[src/rtl/alu_control.sv]
// ALU operation decoder with registered outputs.
//
// Combines the 2-bit operation class from main control with the 4-bit
// R-type function field. Produces a 3-bit ALU select and an
// illegal-function flag. Both outputs are captured on the rising clock
// edge when en=1, so there is no combinational path from inputs to outputs.
//
// Ports:
//   clk        rising-edge clock
//   rst_n      asynchronous active-low reset (outputs -> ADD / 0)
//   en         update enable; 0 holds outputs (pipeline stall)
//   func       instruction function field (R-type)
//   ALUOp      operation class: 00 ld/st, 01 branch, 10 R-type, 11 imm logical
//   ALUOp_out  registered ALU select (000 ADD .. 111 SRL)
//   illegal    registered flag: R-type func code not supported
module alu_control (
    input  logic       clk,
    input  logic       rst_n,
    input  logic       en,
    input  logic [3:0] func,
    input  logic [1:0] ALUOp,
    output logic [2:0] ALUOp_out,
    output logic       illegal
);

    localparam logic [2:0] OP_ADD = 3'b000;
    localparam logic [2:0] OP_SUB = 3'b001;
    localparam logic [2:0] OP_OR  = 3'b011;

    logic [2:0] next_op;
    logic       next_ill;

    // Full case with an ADD default so an unknown class never holds state.
    always_comb begin
        next_op  = OP_ADD;
        next_ill = 1'b0;
        case (ALUOp)
            2'b00: next_op = OP_ADD;
            2'b01: next_op = OP_SUB;
            2'b10: begin
                // func 0..7 map directly onto the select encoding;
                // func 8..15 are unsupported and flagged.
                if (func[3]) begin
                    next_op  = OP_ADD;
                    next_ill = 1'b1;
                end else begin
                    next_op  = func[2:0];
                end
            end
            2'b11: next_op = OP_OR;
            default: begin
                next_op  = OP_ADD;
                next_ill = 1'b0;
            end
        endcase
    end

    always_ff @(posedge clk or negedge rst_n) begin
        if (!rst_n) begin
            ALUOp_out <= OP_ADD;
            illegal   <= 1'b0;
        end else if (en) begin
            ALUOp_out <= next_op;
            illegal   <= next_ill;
        end
    end

endmodule

[config.mk]
export PLATFORM = sky130hd
export DESIGN_NAME = alu_control
export DESIGN_NICKNAME = d
export VERILOG_FILES = /design/src/rtl/alu_control.sv
export SDC_FILE = /design/constraint.sdc
export NUM_CORES = 1
export LEC_CHECK = 0
export ABC_AREA = 0
export CAP_MARGIN = 10
export CORE_AREA = 2 2 39 41
export DETAILED_ROUTE_END_ITERATION = 16
export DIE_AREA = 0 0 41 43
export PLACE_DENSITY_LB_ADDON = 0.3
export SYNTH_ARGS = -nofsm -noshare
export SYNTH_HDL_FRONTEND = slang
export SYNTH_SLANG_ARGS = --single-unit
[constraint.sdc]
create_clock -name clk -period 1 [get_ports clk]
set_clock_uncertainty 0.15 [all_clocks]
set_input_delay 0.1 -clock clk [delete_from_list [all_inputs] [get_ports clk]]
set_output_delay 0.1 -clock clk [all_outputs]
set_load 0.05 [all_outputs]
* Word-level counts from Yosys, hierarchy flattened
Index checks and enable logic that the tools add are counted.
** Cells by class
- Div/mod/pow operators :: 0
- Reduce and logical (&&, ||, !) cells :: 1
- Shift operators :: 0
- Mux-type cells :: 4
- Equal/unequal tests :: 3
- Order comparisons :: 0
- Multiply operators :: 0
- Bitwise logic cells :: 0
- Add/sub/neg operators :: 0
** Operators with widths (number)
- one-hot mux 3 bit (4 select lines) :: 1
- equality test 2 bit, second input constant :: 2
- 2-to-1 mux 3 bit :: 1
- equality test 2 x 1 -> 1 bit, second input constant :: 1
- logical NOT 2 bit :: 1
- 2-to-1 mux 1 bit :: 2
** Word-level totals
- Word-level logic and storage cells :: 10
- Bits in writable memories :: 0
- Latch bits :: 0
- Bits in registers :: 4
- ROM bits :: 0
- Memories kept :: 0

* Logic depth before layout (Yosys ltp)
Gate-level depths: netlist (run 1).
- Depth after elaboration :: 2
- Depth in mapped cells :: 3

* Least setup slack after synthesis (run 1)
OpenSTA, ideal clock, no wires.
- Path type :: reg2reg
- Start point :: register ALUOp_out[2] (netlist name)
- End point :: register ALUOp_out[2]
- Arrival time :: 0.863 ns
- Period minus slack after synthesis :: 1.138 ns
- Library setup time :: 0.125 ns
- Path slack :: -0.138 ns
- Buffers on the path :: 0
- Stages on the path, launching flop included :: 2
- Path through :: dfrtp_1 mux2_2
** RTL lines
- to (signal assigned) :: line 63 : ALUOp_out <= next_op;
- to (decl) :: line 22 : output logic [2:0] ALUOp_out,

* Worst setup path after layout (run 1)
- Start point :: register ALUOp_out[1]
- End point :: output port ALUOp_out[1]
No word-level cell between the ends.

==> results of run 1 <==
per-stage QoR:
| step | util (%) | setup WS (ps) | cell area (um^2) | cells |
|---|---|---|---|---|
| after detailed placement | 27.76 | -297.1 | 384.1 | 48 |
| after global placement | 27.76 | -296.6 | 384.1 | 48 |
| after global routing | 31.19 | -85.42 | 431.7 | 52 |
| final | 31.19 | -52.60 | 431.7 | 52 |
| after floorplan | - | -52.22 | 181.4 | 17 |
| after CTS | 31.19 | -64.02 | 431.7 | 52 |
routing by layer:
| metal | share of wire [%] | global-route usage, % | vias up |
|---|---|---|---|
| li1 | - | - | 99 |
| met1 | 37 | 8.414 | 92 |
| met2 | 45 | 12.81 | 13 |
| met3 | 16 | 8.901 | 2 |
| met4 | 1.8 | 6.000 | 0 |
| met5 | 0 | 0 | - |
repair_timing:
action                     CTS  global route
hold buffers                 1             0
hold endpoints to repair     4             0
setup endpoints to repair    5            10
pin swaps                    1             0
resized for setup            6             1
setup buffers                0             1
area by class of cell:
cell class                      count  share of cell area (%)
Timing Repair Buffer               16                   43.77
Sequential cell                     4                   24.35
Multi-Input combinational cell     10                   19.42
Clock buffer                        3                   5.217
Tap cell                           16                   4.638
Inverter                            3                   2.609
kinds of logic after synthesis:
logic type | synth area share, %
AO/OA/AOI/OAI | 15.60
flip-flops | 56.74
AND/OR/NAND/NOR | 14.89
buffers and inverters | 6.383
multiplexers | 6.383
how the worst max path moves through the flow:
| stage | from | end | slack, ps | cells after the start |
|---|---|---|---|---|
| 6_report | ALUOp_out[1]$_DFFE_PN0P_ | ALUOp_out[1] | -50 | 1 |
| 5_1_grt | ALUOp_out[0]$_DFFE_PN0P_ | ALUOp_out[0] | -90 | 1 |
| 4_1_cts | illegal$_DFFE_PN0P_ | illegal | -60 | 1 |
| 3_5_place_dp | func[3] | ALUOp_out[2]$_DFFE_PN0P_ | -300 | 3 |
| 3_3_place_gp | func[2] | ALUOp_out[2]$_DFFE_PN0P_ | -300 | 3 |
| 2_1_floorplan | ALUOp_out[2]$_DFFE_PN0P_ | ALUOp_out[2]$_DFFE_PN0P_ | -50 | 1 |
power groups by stage:
| stage | combinational [mW] | sequential [mW] | clock [mW] |
|---|---|---|---|
| floorplan | 0.0173 | 0.225 | 0 |
| global placement | 0.159 | 0.191 | 0 |
| detailed placement | 0.160 | 0.191 | 0 |
| CTS | 0.168 | 0.190 | 0.208 |
| global route | 0.175 | 0.191 | 0.226 |
| finish | 0.166 | 0.189 | 0.197 |
state kept, by name, indices dropped and copies added (netlist names):
signal     count
ALUOp_out      3
illegal        1
cell usage in the layout (no fill, tap or decap), drive strengths merged:
cell type,n
buf,8
dfrtp,4
inv,3
clkbuf,3
dlygate4sd2,3
clkdlybuf4s50,3
a21oi,2
nor4bb,1
mux2,1
a31oi,1
nor2,1
nand4b,1
o21ai,1
nand2,1
o22ai,1
dlygate4sd3,1
dlymetal6s2s,1
==> out/metrics.csv, run 1 <==
metric,value,unit
status,"finished, violations left",
failed_checks,"hold timing, setup timing",
crit_path_end_kind,output port,
floorplan.initialDensity,12.75,%
yosysTopAreaCell,dfrtp_1,
power_density,1279,nW/um^2
fin_nets,47,
period_needed,1053,ps
synth.cell_area,176.4,um^2
place_hpwl,422.7,um
synth_top_area_share,56.74,%
core_area,1384,um^2
synth_most_common_cell,dfrtp_1,
antenna_cells,0,
synth_cell_type_count,11,
numCtsBuffers,3,
fp.dieH,43,um
grt_max_degree,7,
rsz0062_at_grt,true,
insertion_delay,230,ps
comb_power_share,30.1,%
synth_flop_cell,dfrtp_1,
path_max_fanout,2,
gp_congestion,0.6462,
multi_input_area,83.83,um^2
swShare,27.27,%
rrSetupSlack,40,ps
track_usage,9.356,%
internal_power,0.4014,mW
clk_transition_reported_paths,40,ps
cp.arrival,800,ps
hp-class,input pin to asynchronous set/reset pin,
power,0.5519,mW
grt_pass1_vias,237,
ys_seq_elements,4,
p_clk_share,35.6,%
worstSetupPathType,register to output port,
syn_area_per_cell,10.38,um^2
r2r_cells,1,
setup_tns,-195.1,ps
drt-total-wl,597,um
vias_per_cell,3.962,
period_share,105.3,%
fmax,950.0,MHz
cpLargestDelayFamily,flip-flops,
drt-wirelength-per-cell,11.48,um
yosys_warnings,0,
synthCells,17,
peakVddDrop,0.5688,mV
p_leak,0.2020,nW
finalHoldViolations,2,
crit_chain,buf_12,
slew_headroom,86.01,%
cts_tree,yes,
setup_viol,4,
synth-edff-count,0,
fp.dieArea,1763,um^2
cts.sinks,4,
io_buffers,12,
cp_slowest_cell,dfrtp_2,
grt_remaining_overflow,0,
setup_ws,-52.60,ps
critPathMaxStageDelay,420,ps
cts_root_buf,clkbuf_4,
hold_ws,-3.186,ps
syn-num-nets,26,
r2r-start,ALUOp_out[2]$_DFFE_PN0P_,
synthTopCellsByCount,"dfrtp_1, inv_1, a21oi_1",
placementRows,14,
p_sw,0.1505,mW
critPathRequiredTime,750,ps
synthTopCellsByArea,"dfrtp_1, inv_1, mux2_2",
start_kind,register,
firstDrtPassIters,2,
path_buf_inv,1,
htree_levels,1,
grt_pass1_wl,986,um
worst_slew_pin_slew,209.1,ps
register_area,105.1,um^2
ys_async_sr_fraction,100.0,%
num_vias,206,
finalMaxSlewViolations,0,
fill_cells,140,
timing.rr.end,ALUOp_out[2]$_DFFE_PN0P_,
ant_nets,0,
yosysSeqAreaShare,56.74,%
pin_count,13,
dr.first_iter.drc_count,4,
cts_max_path_buffers,2,
drive_above_1_share,47.22,%
drv_cap,0,
seqPwrFrac,34.3,%
chipWidth,41,um
drc,0,
grt_antenna_before_repair,0,
area_growth,144.7,%
Power figures use the tool's default switching activity.
==> inputs of run 2 (changes only) <==
SKIP_LAST_GASP = 1   (was default)
==> results of run 2 <==
No change in the layout: final DEF, timing and power equal those of run 1.
==> edit (flow settings as in run 2) <==
Put one more register stage on the output `ALUOp_out`, with the module's reset. The value now appears one clock later. The other outputs are not delayed to match. Comments in the files are not updated.
--- a/src/rtl/alu_control.sv
+++ b/src/rtl/alu_control.sv
@@ -26,6 +26,8 @@
     localparam logic [2:0] OP_ADD = 3'b000;
     localparam logic [2:0] OP_SUB = 3'b001;
     localparam logic [2:0] OP_OR  = 3'b011;
+
+    logic [2:0] ALUOp_s0;
 
     logic [2:0] next_op;
     logic       next_ill;
@@ -57,11 +59,19 @@
 
     always_ff @(posedge clk or negedge rst_n) begin
         if (!rst_n) begin
-            ALUOp_out <= OP_ADD;
+            ALUOp_s0 <= OP_ADD;
             illegal   <= 1'b0;
         end else if (en) begin
-            ALUOp_out <= next_op;
+            ALUOp_s0 <= next_op;
             illegal   <= next_ill;
+        end
+    end
+
+    always_ff @(posedge clk or negedge rst_n) begin
+        if (!rst_n) begin
+            ALUOp_out <= '0;
+        end else begin
+            ALUOp_out <= ALUOp_s0;
         end
     end
 
Behaviour: not the same (a bounded check fails within 4 cycles, from zero or initial values and one cycle with rst_n low).
==> edit against run 2 <==
- the flow still finishes with violations (negative hold slack, negative setup slack)
- final area up 16%
- total power up 33%
- global-route usage down 0.24 points
- synthesized area up 43%
- largest power group is now sequential cells
- count of clock-buffer cells in the layout up 1
- worst hold slack worse by 36 ps
- critical path depth unchanged
- setup slack worse by 15 ps
- sequential cell count up 3
- sequential share of layout area up 11 points
- routed wire length down 1.0%
==> edit: results (changes against run 2) <==
Relative slew slack -> 0.792 (was 0.860)
Reg2reg end -> ALUOp_s0[2] (was ALUOp_out[2])
DRT Wirelength -> 591 um (was 597 um)
Fin worst setup slack -> -67.6 ps (was -52.6 ps)
Failing checks -> negative hold slack, negative setup slack (unchanged)
R2R setup slack -> 100 ps (was 40 ps)
Top cells by count, synth -> dfrtp_1, inv_1, a21oi_1 (unchanged)
Final hold slack -> -38.9 ps (was -3.19 ps)
Setup TNS -> -178 ps (was -195 ps)
LEAKAGE -> 0.241 nW (was 0.202 nW)
Final setup violation count -> 4 (unchanged)
Fraction of area in multi-input gates -> 0.162 (was 0.194)
# fillers -> 141 (was 140)
GRT Util Overall -> 0.0912 (was 0.0936)
First-pass GRT wire length -> 979 um (was 986 um)
GP Congestion -> 0.625 (was 0.646)
Routing usage on met2 -> 0.109 (was 0.128)
Dpl cells -> 50 (was 48)
Final Non-Filler Cells -> 54 (was 52)
Mapped Cells -> 20 (was 17)
Worst setup path end -> illegal (was ALUOp_out[1])
Mux contribution to synthesized area -> 0.0448 (was 0.0638)
Routed wl met3 -> 39 um (was 95 um)
Metal-1 WL -> 206 um (was 223 um)
Syn_nets -> 29 (was 26)
Sw frac -> 0.254 (was 0.273)
Vias in the first global route -> 229 (was 237)
Worst r2r src -> ALUOp_s0[2] (was ALUOp_out[2])
GR Util met3 -> 0.0314 (was 0.0890)
Share of cells above drive strength 1 -> 0.342 (was 0.472)
Critical path arrival -> 820 ps (was 800 ps)
Synth Area in Compound Gates -> 0.109 (was 0.156)
Clk sinks -> 7 (was 4)
Final Hold Vio Count -> 7 (was 2)
Status -> finished with violations (unchanged)
Design area -> 502 um^2 (was 432 um^2)
Clkbuf count -> 4 (was 3)
Nonclk buf count -> 14 (was 16)
Register area share after synthesis -> 0.697 (was 0.567)
Via count -> 217 (was 206)
-- edit: cell count changes in the layout (fill, tap and decap cells not counted), sizes merged --
cell / delta
buf: -2
clkdlybuf4s50: +2
dlygate4sd2: -3
clkbuf: +1
dlygate4sd3: -1
dlymetal6s2s: +2
dfrtp: +3
-- edit: power by group through the flow --
| stage | Sequential, mW | Clock [mW] | Combinational, mW |
|---|---|---|---|
| 6_report | 0.319 | 0.248 | 0.165 |
| 5_1_grt | 0.321 | 0.284 | 0.176 |
| 4_1_cts | 0.320 | 0.263 | 0.159 |
| 3_5_place_dp | 0.324 | 0 | 0.159 |
| 3_3_place_gp | 0.323 | 0 | 0.156 |
| 2_1_floorplan | 0.357 | 0 | 0.0174 |
-- edit: repair_timing --
action | CTS | global route
gates resized for setup | 0 | 8
endpoints found under the setup margin | 5 | 7
pin swaps | 1 | 1
hold endpoints to repair | 7 | 7
cloned | 0 | 0
